## src/rtl/mem_bus_arbiter.sv

```systemverilog
// Round-robin arbiter sharing one memory bus between fetch and data ports; req to ack is 2 cycles plus memory wait states.
// Requests are held until ack; a bus timeout aborts stalled cycles with an error ack.
module mem_bus_arbiter #(
    parameter int AW      = 32,
    parameter int DW      = 32,
    parameter int TIMEOUT = 16
) (
    input  logic            clk,
    input  logic            rst_n,
    input  logic            if_req,
    input  logic [AW-1:0]   if_addr,
    output logic            if_ack,
    output logic [DW-1:0]   if_rdata,
    output logic            if_err,
    input  logic            d_req,
    input  logic            d_we,
    input  logic [AW-1:0]   d_addr,
    input  logic [DW-1:0]   d_wdata,
    input  logic [DW/8-1:0] d_wstrb,
    output logic            d_ack,
    output logic [DW-1:0]   d_rdata,
    output logic            d_err,
    output logic            mem_req,
    output logic            mem_we,
    output logic [AW-1:0]   mem_addr,
    output logic [DW-1:0]   mem_wdata,
    output logic [DW/8-1:0] mem_wstrb,
    input  logic [DW-1:0]   mem_rdata,
    input  logic            mem_ready
);

    localparam int CW = (TIMEOUT > 1) ? $clog2(TIMEOUT) : 1;
    localparam logic [CW-1:0] TO_LIM = (TIMEOUT == 0) ? '0 : CW'(TIMEOUT - 1);

    typedef enum logic [1:0] {IDLE, BUSY_IF, BUSY_D, RESP} state_t;

    state_t            state_q, state_d;
    logic [CW-1:0]     cnt_q, cnt_d;
    logic              last_d_q, last_d_d;
    logic              if_ack_q, if_ack_d, if_err_q, if_err_d;
    logic              d_ack_q, d_ack_d, d_err_q, d_err_d;
    logic [DW-1:0]     if_rdata_q, if_rdata_d, d_rdata_q, d_rdata_d;
    logic              mem_req_q, mem_req_d, mem_we_q, mem_we_d;
    logic [AW-1:0]     mem_addr_q, mem_addr_d;
    logic [DW-1:0]     mem_wdata_q, mem_wdata_d;
    logic [DW/8-1:0]   mem_wstrb_q, mem_wstrb_d;

    logic if_eff, d_eff, gnt_if, gnt_d;
    logic [DW-1:0] rdata_sel;

    // A port whose ack is showing this cycle has already been served.
    assign if_eff = if_req & ~if_ack_q;
    assign d_eff  = d_req & ~d_ack_q;
    assign gnt_if = if_eff & (~d_eff | last_d_q);
    assign gnt_d  = d_eff & ~gnt_if;
    assign rdata_sel = mem_we_q ? '0 : mem_rdata;

    always_comb begin
        state_d     = state_q;
        cnt_d       = cnt_q;
        last_d_d    = last_d_q;
        if_ack_d    = 1'b0;
        if_err_d    = 1'b0;
        d_ack_d     = 1'b0;
        d_err_d     = 1'b0;
        if_rdata_d  = if_rdata_q;
        d_rdata_d   = d_rdata_q;
        mem_req_d   = mem_req_q;
        mem_we_d    = mem_we_q;
        mem_addr_d  = mem_addr_q;
        mem_wdata_d = mem_wdata_q;
        mem_wstrb_d = mem_wstrb_q;
        unique case (state_q)
            IDLE, RESP: begin
                cnt_d     = '0;
                mem_req_d = 1'b0;
                state_d   = IDLE;
                if (gnt_if) begin
                    state_d     = BUSY_IF;
                    last_d_d    = 1'b0;
                    mem_req_d   = 1'b1;
                    mem_we_d    = 1'b0;
                    mem_addr_d  = if_addr;
                    mem_wdata_d = '0;
                    mem_wstrb_d = '0;
                end else if (gnt_d) begin
                    state_d     = BUSY_D;
                    last_d_d    = 1'b1;
                    mem_req_d   = 1'b1;
                    mem_we_d    = d_we;
                    mem_addr_d  = d_addr;
                    mem_wdata_d = d_wdata;
                    mem_wstrb_d = d_we ? d_wstrb : '0;
                end
            end
            BUSY_IF, BUSY_D: begin
                if (mem_ready || (TIMEOUT != 0 && cnt_q == TO_LIM)) begin
                    state_d   = RESP;
                    mem_req_d = 1'b0;
                    if (state_q == BUSY_IF) begin
                        if_ack_d   = 1'b1;
                        if_err_d   = ~mem_ready;
                        if_rdata_d = mem_ready ? rdata_sel : '0;
                    end else begin
                        d_ack_d   = 1'b1;
                        d_err_d   = ~mem_ready;
                        d_rdata_d = mem_ready ? rdata_sel : '0;
                    end
                end else begin
                    cnt_d = cnt_q + 1'b1;
                end
            end
            default: state_d = IDLE;
        endcase
    end

    always_ff @(posedge clk) begin
        if (!rst_n) begin
            state_q     <= IDLE;
            cnt_q       <= '0;
            last_d_q    <= 1'b1;
            if_ack_q    <= 1'b0;
            if_err_q    <= 1'b0;
            d_ack_q     <= 1'b0;
            d_err_q     <= 1'b0;
            if_rdata_q  <= '0;
            d_rdata_q   <= '0;
            mem_req_q   <= 1'b0;
            mem_we_q    <= 1'b0;
            mem_addr_q  <= '0;
            mem_wdata_q <= '0;
            mem_wstrb_q <= '0;
        end else begin
            state_q     <= state_d;
            cnt_q       <= cnt_d;
            last_d_q    <= last_d_d;
            if_ack_q    <= if_ack_d;
            if_err_q    <= if_err_d;
            d_ack_q     <= d_ack_d;
            d_err_q     <= d_err_d;
            if_rdata_q  <= if_rdata_d;
            d_rdata_q   <= d_rdata_d;
            mem_req_q   <= mem_req_d;
            mem_we_q    <= mem_we_d;
            mem_addr_q  <= mem_addr_d;
            mem_wdata_q <= mem_wdata_d;
            mem_wstrb_q <= mem_wstrb_d;
        end
    end

    assign if_ack    = if_ack_q;
    assign if_err    = if_err_q;
    assign if_rdata  = if_rdata_q;
    assign d_ack     = d_ack_q;
    assign d_err     = d_err_q;
    assign d_rdata   = d_rdata_q;
    assign mem_req   = mem_req_q;
    assign mem_we    = mem_we_q;
    assign mem_addr  = mem_addr_q;
    assign mem_wdata = mem_wdata_q;
    assign mem_wstrb = mem_wstrb_q;

endmodule

```

## config.mk

```make
export PLATFORM = sky130hd
export DESIGN_NAME = mem_bus_arbiter
export DESIGN_NICKNAME = d
export VERILOG_FILES = /design/src/rtl/mem_bus_arbiter.sv
export SDC_FILE = /design/constraint.sdc
export NUM_CORES = 1
export LEC_CHECK = 0
export ABC_AREA = 1
export BUFFER_PORTS_ARGS = -buffer_cell sky130_fd_sc_hd__buf_2
export CORE_ASPECT_RATIO = 1.25
export CORE_MARGIN = 2
export CORE_UTILIZATION = 47
export CTS_CLUSTER_SIZE = 10
export DETAILED_ROUTE_END_ITERATION = 16
export HOLD_SLACK_MARGIN = 0.03
export MAX_ROUTING_LAYER = met4
export PLACE_DENSITY_LB_ADDON = 0.05
export SKIP_LAST_GASP = 1
export SLEW_MARGIN = 5
export SYNTH_ARGS = -nofsm -noshare
export SYNTH_HDL_FRONTEND = slang
export SYNTH_SLANG_ARGS = --single-unit
export TNS_END_PERCENT = 100
```

## constraint.sdc

```tcl
create_clock -name clk -period 2.1 [get_ports clk]
set_input_delay 0.105 -clock clk [delete_from_list [all_inputs] [get_ports clk]]
set_output_delay 0.105 -clock clk [all_outputs]
set_load 0.005 [all_outputs]
```

==> impl_results.md, run 1 <==
- Status: finished clean
- Min Hold Slack: 0.0436 ns
- Worst Skew: 0.00926 ns
- Xor/xnor share of the synthesized area: 0
- Tmin final: 1.94 ns
- Port bufs: 275
- Final #Nets: about 1400
- Sequential fraction of the synthesis area: 0.460
- Die area: 0.0144 mm2
- Ports: 276
- Non-Filler Instances: between 1000 and 1500
- Critical path arrival: between 2 and 2.5 ns
- CP max FO: 20
- Antenna violations before repair: 2
- Post-synthesis adder-cell area fraction: 0.00595
- Root Buffer: clkbuf_16
- CP Data Required Time: 2.42 ns
- Cell Rows: 47
- Most common cell after layout, fill and taps aside: buf_2
- Drt wl/cell: ~13 um
- Vias per cell: roughly 4.8
- Global-route wire length before repair: 30.9 mm
- Fill count: 1154
- Fin. Hold Viols: 0
- Fraction of layout cells with a size suffix above 1: 0.258
- CP Capture Type: flop
- Initial core utilization: 0.479
- RSZ-0062 raised after global routing: false
- Synth Cell Area: about 0.0063 mm2
- Cell count after synthesis: 945
- Largest family of logic cells by synthesized area: simple AND/OR/NAND/NOR gates
- Placed Cells: 1345
- DR vias: just over 7000
- Grt total ovfl: 0
- Netlist cell types: 22
- Setup tns final: 0 ns
- Top_reg_cell synth: dfxtp_1
- Mean post-synth cell area: about 6.7 um2
- # DRC: 0
- Clock sink count: 145
- Post-DP HPWL: 11.9 mm
- Max-capacitance violation count: 0
- Max Slew Vio Count: 0
- VDD IR-drop max: 708 uV
- Die height: roughly 130 um
- Core Region: 0.0132 mm2
- Most area-hungry cell type in the Yosys netlist: dfxtp_1
- Mapped Nets: ~1100
- Critical path class: reg -> reg
- Synth Area in Compound Gates: 0.0693
- TritonCTS clock tree: done
- Clk_lat worst skew: 0.42 ns
- Least-Margin Pin Slew: 0.600 ns
- EDFF count, synth: 0
- FF+latch count, synth: around 150
- DRT Pass-1 Iters: 5
- Area grow syn2layout: 49.7%
- Syn. warnings: 0
- Largest net degree at the start of global routing: 126
- Place WS: 0.365 ns
- Max Fclk: 516 MHz
- TritonCTS Buffers: 17
- Post-Synth Simple-Gate Area: 0.342
- Setup-failing EPs final: 0
- CTS H-tree lvls: 4
- Most frequent cells in the layout: buf_2, nand2_1, nor2_1, dfxtp_1, nand3_1
- GPL Wtd Cong: 0.833
- Max-Slew Margin vs Limit: 0.599
- Fin area: between 0.009 and 0.01 mm2
- Post-synth top area share: 0.460
- Synth top area cells: dfxtp_1, nand2_1, nand3_1, nor2_1, inv_1
- Vias in the first global route: 6665
- Total GRT Usage: 0.277
- Post-synthesis mux area share: 0
- Setup ws final: 0.162 ns
- Routed Antenna Nets: 0
- Maximum root-to-sink buffer count: 2
- Iteration-0 DRC Markers: 396
- Static Leak: 5.17 nW
- Routed Wire Length: 19.9 mm
- CP Launch Type: flop
- Worst Hold Class: in -> reg
- Horiz. Die Dim: 108 um
- Placed Area: 0.00780 mm2
- PD cells: 1230 mW/mm2
- Async S/R FF share, synth: 0
- Clock slew at reported path FFs: 0.06 ns
- Final period util: 0.923
[where the power goes]
group          switching (W)  internal, W  total (W)  leakage (nW)
clock                0.00117      0.00193    0.00310         0.289
sequential          0.000392      0.00356    0.00395          1.19
combinational        0.00264      0.00188    0.00452          3.70
total                0.00420      0.00737     0.0116          5.17
[cells in the mapped netlist, types with 2 or more instances]
cell type	n
ha_1	3
buf_1	7
o21ai_1	5
inv_1	122
nor2_1	160
buf_2	19
nand2_1	226
buf_4	4
buf_6	4
o21ai_0	28
clkbuf_1	28
inv_2	4
dfxtp_1	145
nand3_1	131
nand3_2	2
a21oi_1	51
[cell families after synthesis]
kind of cell / Yosys count
flip-flops: 145
AND/OR/NAND/NOR: 523
adder cells (fa/ha/maj): 3
AO/OA/AOI/OAI: 86
buffers and inverters: 188
[cell type report]
cell class / instances / area [um2] / share of cell area
well taps: 171 / 214 / 0.0227
multi-input cells: 612 / 2650 / 0.281
clock inverters: 12 / 156 / 0.0166
diodes: 2 / 5.00 / 0.000530
flip-flops and latches: 145 / 2900 / 0.308
repair buffers: 390 / 2580 / 0.273
inverters: 126 / 473 / 0.0501
clock buffers: 20 / 457 / 0.0484
[through the flow]
| step | utilization | total power (W) |
|---|---|---|
| 6_report | 0.716 | 0.0116 |
| 3_5_place_dp | 0.592 | 0.00816 |
| 4_1_cts | 0.712 | 0.0114 |
| 3_3_place_gp | 0.592 | 0.00810 |
| 2_1_floorplan | - | 0.00657 |
| 5_1_grt | 0.716 | 0.0124 |
[final timing paths]
kind / slack, ns / endpoint / cells after the start / from
setup reg to reg: 0.16 / mem_addr[27] / 9 / state_q[1]
hold reg to reg: 0.46 / mem_req / 2 / mem_req
setup / recovery: 0.16 / mem_addr[27] / 9 / state_q[1]
hold / removal: 0.04 / if_rdata[16] / 5 / mem_rdata[16]
[repair_timing]
| action | CTS | global route |
|---|---|---|
| endpoints found under the setup margin | 0 | 1 |
| buffers inserted | 0 | 1 |
| resized for setup | 0 | 2 |
| endpoints found under the hold margin | 73 | 0 |
| hold buffers | 97 | 0 |
[flip-flops by register name, indices dropped and copies added (netlist names), 2 cells and up]
| name | cells |
|---|---|
| mem_wdata | 32 |
| if_rdata | 32 |
| state_q | 2 |
| cnt_q | 4 |
| mem_addr | 32 |
| d_rdata | 32 |
| mem_wstrb | 4 |
[routing by layer]
metal	GRT usage	routed length, um	share of wire	vias to the layer above
li1	-	-	-	3595
met1	0.308	7950	0.40	3161
met2	0.459	9840	0.49	294
met3	0.0660	1300	0.065	60
met4	0.142	811	0.041	0
met5	-	0	0	-
[critical path: stages, from the launching register on]
cell,delay (ns)
dfxtp_1,0.32
inv_1,0.08
ha_4,0.31
inv_2,0.07
a21oi_4,0.16
buf_12,0.18
nand3_1,0.08
nand2_1,0.06
dlygate4sd3_1,0.54
inv_1,0.04
Note: power is estimated with default switching activity, not from simulation.
==> run 2, diff against run 1 <==
ABC_AREA = 0   (was 1)
CORE_UTILIZATION = 44   (was 47)
GPL_TIMING_DRIVEN = 0   (was default)
==> run 2 against run 1 <==
Effect of this change:
- non-clock buffer count up 61
- clock skew down 0.0026 ns
- total power down 16%
- sequential share of layout area up 2.8 points
- routed wire length down 13%
- synthesized area down 19%
- critical path type unchanged
==> impl_results.md, run 2 <==
- Top routing layer in use: met4
- Met2 wire len: 8.90 mm
- Max Fclk: 537 MHz
- CP max FO: 10
- # DRC: 0
- Netlist cell types: 35
- Final period util: 0.886
- Status: finished clean
- Placed Cells: 915
- Vias in the first global route: 5814
- Area grow syn2layout: 68.6%
- Least-Margin Pin Slew: 0.495 ns
- Clock slew at reported path FFs: 0.06 ns
- M1 WL: 6.91 mm
- Mapped Nets: between 600 and 700
- Crit path cell chain: inv_1, ha_1, buf_4, nand3b_1, a21oi_1, clkbuf_1, a22oi_1, nor2_1
- Most numerous cell in the Yosys netlist: dfxtp_1
- Core Region: between 0.01 and 0.015 mm2
- Power, Total: 0.00971 W
- Psw: ~0.003 W
- TritonCTS Buffers: 17
- Reg power frac: 0.370
- Most area-hungry cell type in the Yosys netlist: dfxtp_1
- Grt total ovfl: 0
- Antenna Cells: 0
- Worst Hold Class: in -> reg
- Switching share of power: 0.311
- Max Slew Vio Count: 0
- Clk_lat worst skew: 0.41 ns
- Die area: 0.0126 mm2
- DR vias: 5635
- Fraction of layout cells with a size suffix above 1: 0.374
- Initial core utilization: 0.446
- Total setup buffers inserted after CTS: 0
- Sequential fraction of the synthesis area: 0.565
- Non-Filler Instances: approximately 1100
- Setup-failing EPs final: 0
- Max-capacitance violation count: 0
- FF+latch count, synth: about 150
- Critical path arrival: 2.20 ns
- Clock sink count: 145
- Cell count after synthesis: 502
- Routed Wire Length: 17.3 mm
- Most frequent cells in the layout: buf_2, dfxtp_1, dlygate4sd3_1, a22o_1, a21oi_1
- Crit-path max cell delay: approximately 0.40 ns
- Fin area: 0.00866 mm2
- Tmin final: 1.86 ns
- Async S/R FF share, synth: 0
- Static Leak: 4.14 nW
- Critical path class: reg -> reg
- Global-route wire length before repair: 27.5 mm
- VDD IR-drop max: 597 uV
- Total GRT Usage: 0.280
- Setup tns final: 0 ns
- RSZ-0062 raised after global routing: false
- Worst Skew: 0.00666 ns
- GPL Wtd Cong: 0.868
- Max-Slew Margin vs Limit: 0.670
- Vias per cell: about 5.2
- CP Data Required Time: 2.43 ns
- Cell Rows: 44
- Most common cell after layout, fill and taps aside: buf_2
- Iteration-0 DRC Markers: 225
- Worst path slowest cell: clkbuf_1
- CP Capture Type: flop
- Synth Cell Area: about 0.0051 mm2
- EDFF count, synth: 0
- Final #Nets: between 1000 and 1500
- Routed Antenna Nets: 0
- Commonest cells post-synth: dfxtp_1, a22o_1, a21oi_1, nor2_1, nand2_1
- Clock Power Share: 0.337
- Largest net degree at the start of global routing: 17
- PD cells: 1120 mW/mm2
- CP Launch Type: flop
- Horiz. Die Dim: about 100 um
- Post-synth top area share: 0.565
- TritonCTS clock tree: done
- DRT Pass-1 Iters: 5
- Maximum root-to-sink buffer count: 2
- Placed Area: 0.00668 mm2
- Post-DP HPWL: 11.2 mm
- Die height: approximately 120 um
- Internal Power: 0.00670 W
- Port bufs: 275
- Combinational Power Share: 0.293
- WL met3: 931 um
- CTS H-tree lvls: 4
- Mean post-synth cell area: 10.2 um2
- Synth top area cells: dfxtp_1, a22o_1, a21oi_1, a22oi_1, nor2_1
- Root Buffer: clkbuf_16
- Antenna violations before repair: 0
- Fin. Hold Viols: 0
- Top_reg_cell synth: dfxtp_1
- Ports: between 200 and 300
- Syn. warnings: 0
- Drt wl/cell: roughly 16 um
==> run 2: area by class of cell <==
type | count | area [um2]
sequential | 145 | 2900
fill | 808 | 2850
timing repair buffer | 408 | 2710
multi-input combinational | 310 | 1950
clock buffer | 19 | 433
buffer | 43 | 270
clock inverter | 13 | 209
tap | 138 | 173
inverter | 4 | 15.0
==> run 2: logic make-up (layout without fill, tap and decap cells) <==
family                     after synthesis  in the layout  synth area share
DFF                                    145            145             0.565
and+or+nand+nor                         96             96            0.0858
xor gates and xnor gates                 3              3           0.00512
buffers and inverters                   47            487            0.0556
muxes                                    1              1           0.00195
AOI/OAI and AO/OA                      207            207             0.279
adders and majority gates                3              3           0.00731
==> run 2: power groups by stage <==
stage	clock network (W)	logic (W)	registers (W)
final	0.00327	0.00285	0.00360
after global routing	0.00343	0.00313	0.00365
after CTS	0.00331	0.00280	0.00358
after detailed placement	0	0.00260	0.00362
after global placement	0	0.00253	0.00360
after floorplan	0	0.00147	0.00366
==> run 2: repair_timing <==
item,in CTS,in global routing
gates resized for setup,0,0
hold endpoints to repair,134,0
setup endpoints to repair,0,0
hold buffers,133,0
==> run 2: path summary, 6_finish.rpt <==
kind                            slack (ns)  cells past startpoint      endpoint         start
worst min register to register        0.47                      1  if_rdata[21]  if_rdata[21]
worst max-delay path                  0.24                      8  mem_wdata[7]    state_q[1]
worst max register to register        0.24                      8  mem_wdata[7]    state_q[1]
worst min-delay path                  0.05                      3  mem_wstrb[2]    d_wstrb[2]
==> run 2: layer usage <==
metal | global-route usage | vias up
li1 | - | 2675
met1 | 0.302 | 2660
met2 | 0.489 | 253
met3 | 0.0623 | 47
met4 | 0.114 | 0
met5 | - | -
==> run 2: worst max-delay path, delay by kind of cell (launching register included) <==
kind / cells / cell delay (ns)
flip-flops: 1 / 0.30
AO/OA/AOI/OAI: 2 / 0.36
adder cells (fa/ha/maj): 1 / 0.27
AND/OR/NAND/NOR: 2 / 0.23
buffers and inverters: 3 / 0.61
==> run 2: metrics by stage <==
step	util	worst slack, ns	hold WS (ns)
2_1_floorplan	-	0.457	0.182
3_3_place_gp	0.581	0.294	0.326
3_5_place_dp	0.581	0.232	0.321
4_1_cts	0.752	0.220	0.0378
5_1_grt	0.752	0.0809	0.0507
6_report	0.752	0.239	0.0532
==> run 3, diff against run 2 <==
ABC_CLOCK_PERIOD_IN_PS = 2100   (was default)
RECOVER_POWER = 50   (was default)
==> run 3 against run 2 <==
Effect of this change:
- sequential share of layout area rose by 0.44 points
- register-to-register slack barely moved
- count of clock-buffer cells in the layout did not move
- sequential power barely moved
- clock skew barely moved
- clock power barely moved
- critical endpoint unchanged
- largest cell class is now flip-flops and latches
==> impl_results.md, run 3 (same netlist as run 2, synthesis figures left out) <==
- Status: finished clean
- CP max FO: 10
- Worst Skew: 0.00679 ns
- TritonCTS Buffers: 17
- Horiz. Die Dim: 101 um
- PD cells: between 1000 and 1500 mW/mm2
- Vias in the first global route: a little under 6000
- Area grow syn2layout: 66.4%
- Vias per cell: 5.23
- DRT Pass-1 Iters: 6
- RSZ-0062 raised after global routing: false
- Max Fclk: approximately 540 MHz
- Fraction of layout cells with a size suffix above 1: 0.278
- Routed Wire Length: 17.4 mm
- Max Slew Vio Count: 0
- Tmin final: 1.86 ns
- Worst reg-to-reg path cell count: 8
- Worst Hold Class: in -> reg
- Ports: 276
- Fill count: 853
- Die area: 0.0126 mm2
- Root Buffer: clkbuf_16
- Final #Nets: 1070
- Global-route wire length before repair: 27.5 mm
- Least-Margin Pin Slew: 0.504 ns
- Max-capacitance violation count: 0
- Drt wl/cell: 16.1 um
- Port bufs: roughly 280
- GPL Wtd Cong: just under 0.9
- Clock slew at reported path FFs: around 0.06 ns
- DR vias: 5651
- Initial core utilization: 0.446
- Most common cell after layout, fill and taps aside: buf_2
- Placed Cells: 915
- FF+latch area: 0.00290 mm2
- Cell Rows: between 40 and 50
- CP Launch Type: flop
- Critical path arrival: 2.19 ns
- Fin. Hold Viols: 0
- Clk_lat worst skew: approximately 0.41 ns
- Antenna Cells: 0
- Non-Filler Instances: approximately 1100
- Max-Slew Margin vs Limit: 0.664
- Setup tns final: 0 ns
- Core Region: 0.0115 mm2
- Iteration-0 DRC Markers: 209
- Total GRT Usage: 0.280
- Clock sink count: roughly 150
- CTS H-tree lvls: 4
- Die height: 125 um
- Antenna violations before repair: 0
- Multi-input logic area: 0.00195 mm2
- Post-DP HPWL: 11.2 mm
- CP Data Required Time: 2.43 ns
- TritonCTS clock tree: done
- Static Leak: roughly 3.8 nW
- Largest net degree at the start of global routing: 17
- # DRC: 0
- Routed Antenna Nets: 0
- Most frequent cells in the layout: buf_2, dfxtp_1, dlygate4sd3_1, clkbuf_1, a22o_1
- VDD IR-drop max: between 600 and 700 uV
- Maximum root-to-sink buffer count: 2
- Final period util: 0.884
- Setup-failing EPs final: 0
- Resized Gates After CTS: 0
- Critical path class: reg -> reg
- Min-Delay Path Depth: 3
- CP Capture Type: flop
- Grt total ovfl: 0
[run 3: layout make-up]
cell class / count / share of cell area
clock buffer: 19 / 0.0507
multi-input combinational: 310 / 0.228
clock inverter: 13 / 0.0245
sequential: 145 / 0.340
tap: 138 / 0.0202
buffer: 43 / 0.0315
timing repair buffer: 408 / 0.304
inverter: 4 / 0.00176
[run 3: timing repair]
item                                    in CTS  in global routing
hold buffers                               133                  0
endpoints found under the setup margin       0                  0
hold endpoints to repair                   134                  0
setup buffers                                0                  0
[run 3: power by group]
| part | switching, W | internal, W |
|---|---|---|
| Combinational | 0.00156 | 0.00120 |
| Sequential | 0.000303 | 0.00330 |
| Clock | 0.00115 | 0.00211 |
| Total | 0.00302 | 0.00661 |
[run 3: worst paths after layout]
path              startpoint      endpoint  slack [ns]
hold / removal    d_wstrb[2]  mem_wstrb[2]        0.06
setup reg to reg  state_q[1]  mem_wdata[7]        0.24
hold reg to reg   d_rdata[5]    d_rdata[5]        0.47
setup / recovery  state_q[1]  mem_wdata[7]        0.24
[run 3: stage by stage]
stage,setup WS (ns),power [W],instance area [um2],hold WS [ns],util
6_report,0.244,0.00963,8540,0.0568,0.742
5_1_grt,0.0809,0.0101,8540,0.0508,0.742
4_1_cts,0.220,0.00969,8660,0.0378,0.752
3_5_place_dp,0.232,0.00622,6680,0.321,0.581
3_3_place_gp,0.294,0.00612,6680,0.326,0.581
2_1_floorplan,0.457,0.00513,5130,0.182,-
[run 3: layer usage]
layer  GRT usage  up-vias  routed length (um)
met2       0.489      245                8960
met4       0.114        0                 559
met1       0.302     2686                6900
met5           -        -                   0
met3      0.0623       46                 940
li1            -     2674                   -
[run 3: critical path: stages, from the launching register on]
cell and delay (ns):
dfxtp_1 0.30, inv_1 0.06, ha_1 0.27, buf_4 0.15
nand3b_1 0.08, a21oi_1 0.21, clkbuf_1 0.39, a22oi_1 0.17
nor2_1 0.15
